`src/rtl/control_multi.sv`:
```
// Multi-cycle MIPS control FSM: sequences the shared-memory/shared-ALU datapath,
// stretches memory states by MEM_LATENCY cycles and traps illegal opcodes stickily.
module control_multi #(
    parameter int MEM_LATENCY = 1,
    parameter int CNT_W       = 4,
    parameter bit ENABLE_EXT  = 1'b1
) (
    input  logic       clk,
    input  logic       reset,
    input  logic [5:0] opcode,
    output logic       PCWrite,
    output logic       PCWriteCond,
    output logic       PCWriteCondNE,
    output logic       IorD,
    output logic       MemRead,
    output logic       MemWrite,
    output logic       IRWrite,
    output logic       MemtoReg,
    output logic       RegDst,
    output logic       RegWrite,
    output logic       ALUSrcA,
    output logic [1:0] ALUSrcB,
    output logic [1:0] ALUOp,
    output logic [1:0] PCSource,
    output logic [3:0] state,
    output logic       illegal_op
);
    typedef enum logic [3:0] {
        S_FETCH  = 4'd0,
        S_DECODE = 4'd1,
        S_MEMADR = 4'd2,
        S_MEMRD  = 4'd3,
        S_MEMWB  = 4'd4,
        S_MEMWR  = 4'd5,
        S_EXEC   = 4'd6,
        S_RWB    = 4'd7,
        S_BEQ    = 4'd8,
        S_JUMP   = 4'd9,
        S_ADDIEX = 4'd10,
        S_ADDIWB = 4'd11,
        S_BNE    = 4'd12,
        S_ERROR  = 4'd13
    } state_t;

    localparam logic [CNT_W-1:0] LAST_CNT = CNT_W'(MEM_LATENCY - 1);

    state_t           state_reg;
    logic [CNT_W-1:0] cnt_reg;
    logic             last;
    logic             wait_state;

    assign last       = (cnt_reg == LAST_CNT);
    assign wait_state = (state_reg == S_FETCH) || (state_reg == S_MEMRD) || (state_reg == S_MEMWR);
    assign state      = state_reg;

    always_ff @(posedge clk) begin
        if (reset) begin
            state_reg <= S_FETCH;
            cnt_reg   <= '0;
        end else begin
            // Wait-states count up until last; any transition or other state clears the counter
            cnt_reg <= (wait_state && !last) ? cnt_reg + CNT_W'(1) : '0;
            case (state_reg)
                S_FETCH:  if (last) state_reg <= S_DECODE;
                S_DECODE: begin
                    case (opcode)
                        6'd0:        state_reg <= S_EXEC;
                        6'd35, 6'd43: state_reg <= S_MEMADR;
                        6'd4:        state_reg <= S_BEQ;
                        6'd5:        state_reg <= ENABLE_EXT ? S_BNE    : S_ERROR;
                        6'd8:        state_reg <= ENABLE_EXT ? S_ADDIEX : S_ERROR;
                        6'd2:        state_reg <= ENABLE_EXT ? S_JUMP   : S_ERROR;
                        default:     state_reg <= S_ERROR;
                    endcase
                end
                S_MEMADR: state_reg <= (opcode == 6'd35) ? S_MEMRD : S_MEMWR;
                S_MEMRD:  if (last) state_reg <= S_MEMWB;
                S_MEMWR:  if (last) state_reg <= S_FETCH;
                S_EXEC:   state_reg <= S_RWB;
                S_ADDIEX: state_reg <= S_ADDIWB;
                S_MEMWB, S_RWB, S_BEQ, S_BNE, S_JUMP, S_ADDIWB: state_reg <= S_FETCH;
                default:  state_reg <= S_ERROR;
            endcase
        end
    end

    always_comb begin
        PCWrite       = 1'b0;
        PCWriteCond   = 1'b0;
        PCWriteCondNE = 1'b0;
        IorD          = 1'b0;
        MemRead       = 1'b0;
        MemWrite      = 1'b0;
        IRWrite       = 1'b0;
        MemtoReg      = 1'b0;
        RegDst        = 1'b0;
        RegWrite      = 1'b0;
        ALUSrcA       = 1'b0;
        ALUSrcB       = 2'b00;
        ALUOp         = 2'b00;
        PCSource      = 2'b00;
        illegal_op    = 1'b0;
        case (state_reg)
            S_FETCH: begin
                MemRead = 1'b1;
                ALUSrcB = 2'b01;
                // IR and PC load once, on the final cycle of the fetch wait
                IRWrite = last;
                PCWrite = last;
            end
            S_DECODE: ALUSrcB = 2'b11;
            S_MEMADR, S_ADDIEX: begin
                ALUSrcA = 1'b1;
                ALUSrcB = 2'b10;
            end
            S_MEMRD: begin
                MemRead = 1'b1;
                IorD    = 1'b1;
            end
            S_MEMWB: begin
                RegWrite = 1'b1;
                MemtoReg = 1'b1;
            end
            S_MEMWR: begin
                MemWrite = 1'b1;
                IorD     = 1'b1;
            end
            S_EXEC: begin
                ALUSrcA = 1'b1;
                ALUOp   = 2'b10;
            end
            S_RWB: begin
                RegDst   = 1'b1;
                RegWrite = 1'b1;
            end
            S_BEQ, S_BNE: begin
                ALUSrcA       = 1'b1;
                ALUOp         = 2'b01;
                PCSource      = 2'b01;
                PCWriteCond   = (state_reg == S_BEQ);
                PCWriteCondNE = (state_reg == S_BNE);
            end
            S_JUMP: begin
                PCWrite  = 1'b1;
                PCSource = 2'b10;
            end
            S_ADDIWB: RegWrite = 1'b1;
            S_ERROR:  illegal_op = 1'b1;
            default: ;
        endcase
    end
endmodule

```
`config.mk`:
```
export PLATFORM = sky130hd
export DESIGN_NAME = control_multi
export DESIGN_NICKNAME = d
export VERILOG_FILES = /design/src/rtl/control_multi.sv
export SDC_FILE = /design/constraint.sdc
export NUM_CORES = 1
export LEC_CHECK = 0
export BUFFER_PORTS_ARGS = -buffer_cell sky130_fd_sc_hd__buf_2
export CAP_MARGIN = 10
export CORE_UTILIZATION = 43
export CTS_CLUSTER_DIAMETER = 50
export DETAILED_ROUTE_END_ITERATION = 8
export GPL_ROUTABILITY_DRIVEN = 0
export HOLD_SLACK_MARGIN = 0.08
export PLACE_DENSITY_LB_ADDON = 0.08
export SYNTH_ARGS = -nofsm -noshare
export SYNTH_HDL_FRONTEND = slang
export SYNTH_SLANG_ARGS = --single-unit
```
`constraint.sdc`:
```
create_clock -name clk -period 1.8 [get_ports clk]
set_input_delay 0.27 -clock clk [delete_from_list [all_inputs] [get_ports clk]]
set_output_delay 0.27 -clock clk [all_outputs]
set_load 0.02 [all_outputs]
```
Word level (Yosys, flattened, before mapping)

Cells that the tools add are included.

Equality and inequality tests: 22
Shifts and indexed selects: 0
Multiplexer cells: 21
Magnitude comparators: 0
Reductions and logical operators: 17
Div/mod/pow operators: 0
Multiply operators: 0
Bitwise operators: 1
Add/subtract/negate cells: 1

Operators with widths:

| operator                                                               | count |
|---|---|
| 4-bit one-hot mux with 8 select lines                                  | 1 |
| 4-bit equality test (second input constant)                            | 6 |
| 4-bit one-hot mux with 6 select lines                                  | 1 |
| 4-bit by 3-bit equality test with 1-bit output (second input constant) | 4 |
| 6-bit by 3-bit equality test with 1-bit output (second input constant) | 2 |
| 6-bit equality test (second input constant)                            | 2 |
| 4-bit 2-to-1 mux                                                       | 3 |
| 2-bit OR reduction                                                     | 6 |
| 1-bit 2-to-1 mux                                                       | 11 |
| 4-bit by 2-bit equality test with 1-bit output (second input constant) | 2 |
| 4-bit logical NOT                                                      | 2 |
| 2-bit one-hot mux with 2 select lines                                  | 2 |
| 6-bit by 2-bit equality test with 1-bit output (second input constant) | 1 |
| 6-bit by 4-bit equality test with 1-bit output (second input constant) | 1 |
| 6-bit logical NOT                                                      | 1 |
| 2-bit != test (second input constant)                                  | 3 |
| 2-bit one-hot mux with 3 select lines                                  | 1 |
| 6-bit OR reduction                                                     | 1 |
| 5-bit OR reduction                                                     | 1 |
| 4-bit by 1-bit adder with 4-bit output (second input constant)         | 1 |
| 4-bit by 1-bit equality test with 1-bit output (second input constant) | 1 |
| 3-bit 2-to-1 mux                                                       | 1 |
| 3-bit AND reduction                                                    | 1 |
| 3-bit OR reduction                                                     | 1 |
| other kinds (5)                                                        | 6 |

Input port bits: 8
RAM bits: 0
Flip-flop bits (word level): 8
Bits in latches: 0
Memories: 0
Output and inout bits: 22
ROM bits: 0

Longest topological paths before layout

Gate-level depths: netlist of run 1.

Depth in word-level cells: 6
Gate-level depth with buffers: 6

Worst setup path after synthesis of run 1

No wires, ideal clock.

Path kind: reg-to-output
Start: reg state_reg[1] (netlist: state[1])
End: out PCWrite
Arrival: 1696 ps
Setup slack: -166 ps
Cell stages (with the launch flop): 6
Data required time: 1530 ps
Path through: dfxtp_1 > clkbuf_1 > or2_2 > clkbuf_1 > and3b_1 > or2_2

Longest elaborated chain between the ends: 2
Elaborated cells between the ends (all ways): 3
Those cells by class: eq/ne: 1; mux: 1; reduce/logical: 1

RTL lines:

| element                                                         | line | text |
|---|---|---|
| from (decl)                                                     | 47   | `state_t state_reg;` |
| from (signal assigned)                                          | 70   | `6'd5: state_reg <= ENABLE_EXT ? S_BNE : S_ERROR;` |
| from (signal assigned)                                          | 71   | `6'd8: state_reg <= ENABLE_EXT ? S_ADDIEX : S_ERROR;` |
| from (signal assigned)                                          | 72   | `6'd2: state_reg <= ENABLE_EXT ? S_JUMP : S_ERROR;` |
| 4-bit equality test / 4-bit logical NOT (equally long branches) | 103  | `case (state_reg)` |
| 1-bit one-hot mux with 2 select lines (*)                       | 103  |  |
| to (decl)                                                       | 11   | `output logic PCWrite,` |

Every way passes the cells marked *; elsewhere a longest branch is shown, timed or not.

Final worst setup path of run 1

Ends and elaborated chain as after synthesis.

==> results of run 1 <==
[worst paths after layout]
check,endpoint,slack [ns]
setup / recovery,PCWrite,0.06
hold / removal,state[2],0.24
setup reg to reg,state[1],0.23
hold reg to reg,cnt_reg[0],0.50
[cell usage in the layout (no fill, tap or decap), types with 2 or more instances in the layout]
cell type | netlist | routed
a21oi_1 | 8 | 8
nand2b_1 | 3 | 3
buf_4 | 1 | 10
and3_1 | 2 | 2
nor3b_1 | 4 | 3
clkbuf_4 | 0 | 3
o21ai_0 | 2 | 2
dfxtp_1 | 8 | 2
nor4b_1 | 2 | 2
and3b_1 | 2 | 2
nor2_1 | 17 | 16
a31oi_1 | 2 | 2
nor3_1 | 5 | 5
nand3_1 | 2 | 2
dfxtp_2 | 0 | 5
buf_2 | 1 | 28
inv_1 | 5 | 5
or2_2 | 4 | 3
xnor2_1 | 2 | 2
nand2_1 | 6 | 6
[worst register-to-register path: stages (launching register included)]
cell and delay (ns):
dfxtp_2 0.32, inv_1 0.04, ha_2 0.16, nor3b_4 0.15, buf_4 0.16, a2111oi_2 0.24, buf_4 0.19, nand2_1 0.05
a31oi_1 0.18
[timing repair]
action,in CTS,in global routing
pin swaps,1,1
endpoints found under the setup margin,2,3
gates resized for setup,10,2
hold endpoints to repair,0,0
setup buffers,3,0
[cells by family (layout without fill, tap and decap cells)]
logic type	after synthesis	after routing	synth area share, %
mux	1	1	1.49
simple gates	54	54	39.2
fa+ha+maj	2	2	3.31
compound gates	24	24	23.7
buf+inv	14	47	7.62
flops	8	8	21.2
xor+xnor	3	3	3.48
[power by group]
part,switching [mW],internal (mW),leakage [nW]
Sequential,0.0268,0.188,0.0678
Clock,0.0626,0.0764,0.0138
Combinational,0.197,0.141,0.380
Total,0.286,0.406,0.462
[final cells by class]
| class | count | area [um^2] |
|---|---|---|
| Inverter | 5 | 18.8 |
| Sequential cell | 8 | 170 |
| Fill cell | 160 | 562 |
| Tap cell | 16 | 20.0 |
| Multi-Input combinational cell | 84 | 557 |
| Clock buffer | 3 | 22.5 |
| Timing Repair Buffer | 39 | 226 |
[through the flow]
step / hold WS [ns] / utilization [%] / setup WS, ns / TNS, ns
4_1_cts: 0.228 / 64.1 / 0.00209 / 0
3_3_place_gp: 0.450 / 60.0 / 0.0773 / 0
5_1_grt: 0.245 / 64.4 / -0.0122 / -0.0122
6_report: 0.242 / 64.4 / 0.0619 / 0
2_1_floorplan: 0.332 / - / -0.0546 / -0.0546
3_5_place_dp: 0.453 / 60.0 / 0.0629 / 0
[per-layer routing]
layer | GRT usage [%] | part of all wire (%)
met3 | 5.42 | 6.6
met2 | 39.7 | 49
met5 | 0 | 0
met4 | 10.3 | 2.2
met1 | 30.8 | 42
==> impl_metrics.toml, run 1 <==
[clock_tree]
clock_latency_ns = 0.26
clockBufferDepth = 2
clkSlewWorstSetupHoldPaths_ns = 0.05
htreeDepth = 1
cts_tree = "yes"
ctsHoldBuffers = 0
cts_buffers = 3
cts-root-buf = "clkbuf_4"
cts.sinks = 8

[layout]
n_antenna_cell = 0
drive_above_1_share_pct = 44.6
synthToLayoutAreaGrowth_pct = 34.3
design_area_um2 = 1010
finalNonFillerCells = 155
final_net_count = 151

[setup_path]
r2r_cells = 8
crit_path_cell_trace = "or2_2 > and3b_1 > or2_4 > buf_6"
required_ns = 1.53
cp_max_fo = 14
cp-end-kind = "primary output"
cp.arrival_ns = 1.47
crit_slowest_cell = "dfxtp_4"
worstReg2RegStart = "cnt_reg[0]"
cpPeakStageDelay_ns = 0.39
cp-start-kind = "flip-flop"
crit_buf_inv = 1
crit_cells = 4
path_delay_family = "simple AND/OR/NAND/NOR gates"
cp-startpoint = "state[1]"
criticalPathCategory = "reg -> out"

[floorplan]
ios = 30
core_um2 = 1580
die_width_um = 43.9
std_cell_rows = 14
dieHeight_um = 43.9
initial_utilization_pct = 47.9
dieArea_um2 = 1930

[logic_synthesis]
synth_area_leader_cell = "dfxtp_1"
ys_top_cells_by_count = "17 x nor2_1, 8 x a21oi_1, 8 x dfxtp_1"
ys_types = 41
synth_seq_cells = 8
syn_inst = 106
synth_edf_count = 0
synth_area_leaders = "dfxtp_1 21%, nor2_1 8.4%, a21oi_1 5.3%, nor3b_1 4.0%, clkbuf_1 3.5%"
seq_area_frac_synth_pct = 21.2
mappedNetlistNets = 116
ys_warn_count = 0
netlist.area_leader.share_pct = 21.2
ys.flop_type = "dfxtp_1"
postSynth.asyncResetShare_pct = 0
synth.most_common_cell = "nor2_1"
syn_area_per_cell_um2 = 7.13
syn-cell-area_um2 = 756

[grt]
grt_pass1_wl_um = 3460
first_global_vias = 756
grt-ovfl-total = 0
antenna_found_initial = 0
grt_max_degree = 15
track_usage_pct = 24.3

[run_status]
status = "complete, but fails checks"
violations = "DRC"

[placement]
port_buffers = 29
post-dp-hpwl_um = 1510
placed_area_um2 = 946
dp_cells = 150

[pwr]
powerDensity_nw_per_um2 = 682
p_total_mw = 0.692
cellLeakagePower_nw = 0.462
irDropWorstVdd_mv = 0.284

[worst_hold_path]
min_from = "reset"
min_path_type = "in -> reg"
hold-path-cell-count = 2

[detailed_routing]
drtPass1Iterations = 6
drt_iter0_drc = 23
vias_per_cell = 5.71
ant_nets = 0
drt_wl_total_um = 2130
drc_errors = 3
vias = 885
wl_per_cell_um = 13.8

[sta]
slew_headroom_pct = 78.0
period_needed_ns = 1.74
fmax_mhz = 575
hold_viol_final = 0
fin_worst_skew_ns = 0.000363
tightest_slew_ns = 0.321
setup_viol = 0
fin_crit_sh_pct = 96.6
slew_viol_final = 0

[job]
drv_cap = 0
No activity file was read; power rests on OpenSTA's default activity.
==> run 2, diff against run 1 <==
Clock period 1.8 ns to 2.02 ns, I/O delays scaled along.
==> run 2 against run 1 <==
The run still ends with DRC left. Final cell count fell by 3.9%. Worst setup slack gained 0.056 ns. Clock skew is 0.0040 ns higher. Utilization shrank 3.9 points. Clock power shrank 13%. Sequential share of layout area is 0.55 points higher. Via count shrank 2.0%. Clock-buffer cell count stayed put. Hold slack better by 0.031 ns. Design area shrank 6.0%. Wire length fell by 9.1%.
==> impl_metrics.toml, run 2 (synthesis gave the netlist of run 1 again) <==
[run_status]
status = "complete, but fails checks"
violations = "DRC"

[clock_tree]
htreeDepth = 1
clockBufferDepth = 2
cts_buffers = 3
cts_tree = "yes"
cts-root-buf = "clkbuf_4"
ctsHoldBuffers = 0
cts.sinks = 8
clkSlewWorstSetupHoldPaths_ns = 0.05
postCtsSetupRepairBufs = 0
clock_latency_ns = 0.25

[placement]
dp_cells = 147
post-dp-hpwl_um = 1540
port_buffers = 29
placed_area_um2 = 920

[layout]
layout_common_cells = "28 x buf_2, 17 x nor2_1, 8 x a21oi_1"
design_area_um2 = 953
n_antenna_cell = 0
fin_util_pct = 60.5
nFillCells = 153
synthToLayoutAreaGrowth_pct = 26.2
drive_above_1_share_pct = 39.1
final_net_count = 145
final_common_cell = "buf_2"
finalNonFillerCells = 149

[grt]
grt-ovfl-total = 0
track_usage_pct = 23.0
first_global_vias = 739
grt_max_degree = 14
antenna_found_initial = 0
grt_pass1_wl_um = 3370

[sta]
fin_setup_tns_ns = 0
fin_worst_skew_ns = 0.00432
period_needed_ns = 1.90
slew_viol_final = 0
fin_crit_sh_pct = 94.2
tightest_slew_ns = 0.473
slew_headroom_pct = 68.4
hold_viol_final = 0
rsz0062_at_grt = "no"
setup_viol = 0
fmax_mhz = 526

[pwr]
cellLeakagePower_nw = 0.431
powerDensity_nw_per_um2 = 626
irDropWorstVdd_mv = 0.348

[floorplan]
initial_utilization_pct = 47.9
dieHeight_um = 43.9
std_cell_rows = 14
die_width_um = 43.9
ios = 30
dieArea_um2 = 1930
core_um2 = 1580

[setup_path]
cpPeakStageDelay_ns = 0.34
required_ns = 1.72
cp_max_fo = 7
criticalPathCategory = "reg -> out"
crit_slowest_cell = "dfxtp_2"
cp-start-kind = "flip-flop"
cp.arrival_ns = 1.60
cp-end-kind = "primary output"
crit_path_cell_trace = "inv_1 > ha_1 > nor3b_4 > and3b_1 > or2_2 > buf_4"

[detailed_routing]
drc_errors = 4
drt_wl_total_um = 1940
vias = 867
ant_nets = 0
drt_iter0_drc = 22
wl_per_cell_um = 13.0
vias_per_cell = 5.82
drtPass1Iterations = 6

[job]
drv_cap = 0

[worst_hold_path]
min_path_type = "in -> reg"
==> run 2: critical path: cells and delay by family (launching register included) <==
family	cells	cell delay [ns]
AND/OR/NAND/NOR	3	0.62
flip-flops	1	0.34
buffers and inverters	2	0.21
adder cells (fa/ha/maj)	1	0.18
==> run 2: area by class of cell <==
type	instances	area, um^2	area share [%]
clock buffers	3	22.5	2.36
inverters	5	18.8	1.97
multi-input cells	84	549	57.6
flip-flops and latches	8	165	17.3
well taps	16	20.0	2.10
repair buffers	33	178	18.6
==> run 2: path summary, 6_finish.rpt <==
| path | from | end | slack (ns) | depth (start not counted) |
|---|---|---|---|---|
| setup / recovery | cnt_reg[0] | PCWrite | 0.12 | 6 |
| hold / removal | reset | state[1] | 0.27 | 2 |
| setup reg to reg | cnt_reg[0] | state[3] | 0.45 | 6 |
| hold reg to reg | cnt_reg[0] | cnt_reg[0] | 0.43 | 1 |
==> run 2: per-layer routing <==
| layer | track usage (%) | vias to the layer above | wire length (um) |
|---|---|---|---|
| met5 | 0 | - | 0 |
| met4 | 3.64 | 0 | 0 |
| met3 | 5.00 | 0 | 100 |
| met2 | 39.7 | 32 | 944 |
| met1 | 29.9 | 399 | 895 |
| li1 | - | 436 | - |
==> run 2: where the power goes <==
group	switching [mW]	total [mW]	internal, mW
combinational	0.178	0.290	0.112
clock	0.0531	0.121	0.0679
sequential	0.0178	0.185	0.168
==> run 2: through the flow <==
step / power (mW) / hold slack, ns / setup slack [ns]
detailed placement: 0.474 / 0.451 / 0.214
global placement: 0.469 / 0.446 / 0.231
finish: 0.596 / 0.273 / 0.118
floorplan: 0.386 / 0.369 / 0.0207
CTS: 0.598 / 0.277 / 0.00559
global route: 0.642 / 0.263 / 0.0288
==> run 2: what timing repair did <==
| item | 4_1_cts | 5_1_grt |
|---|---|---|
| resized for setup | 2 | 5 |
| endpoints found under the setup margin | 1 | 2 |
| hold endpoints to repair | 0 | 0 |
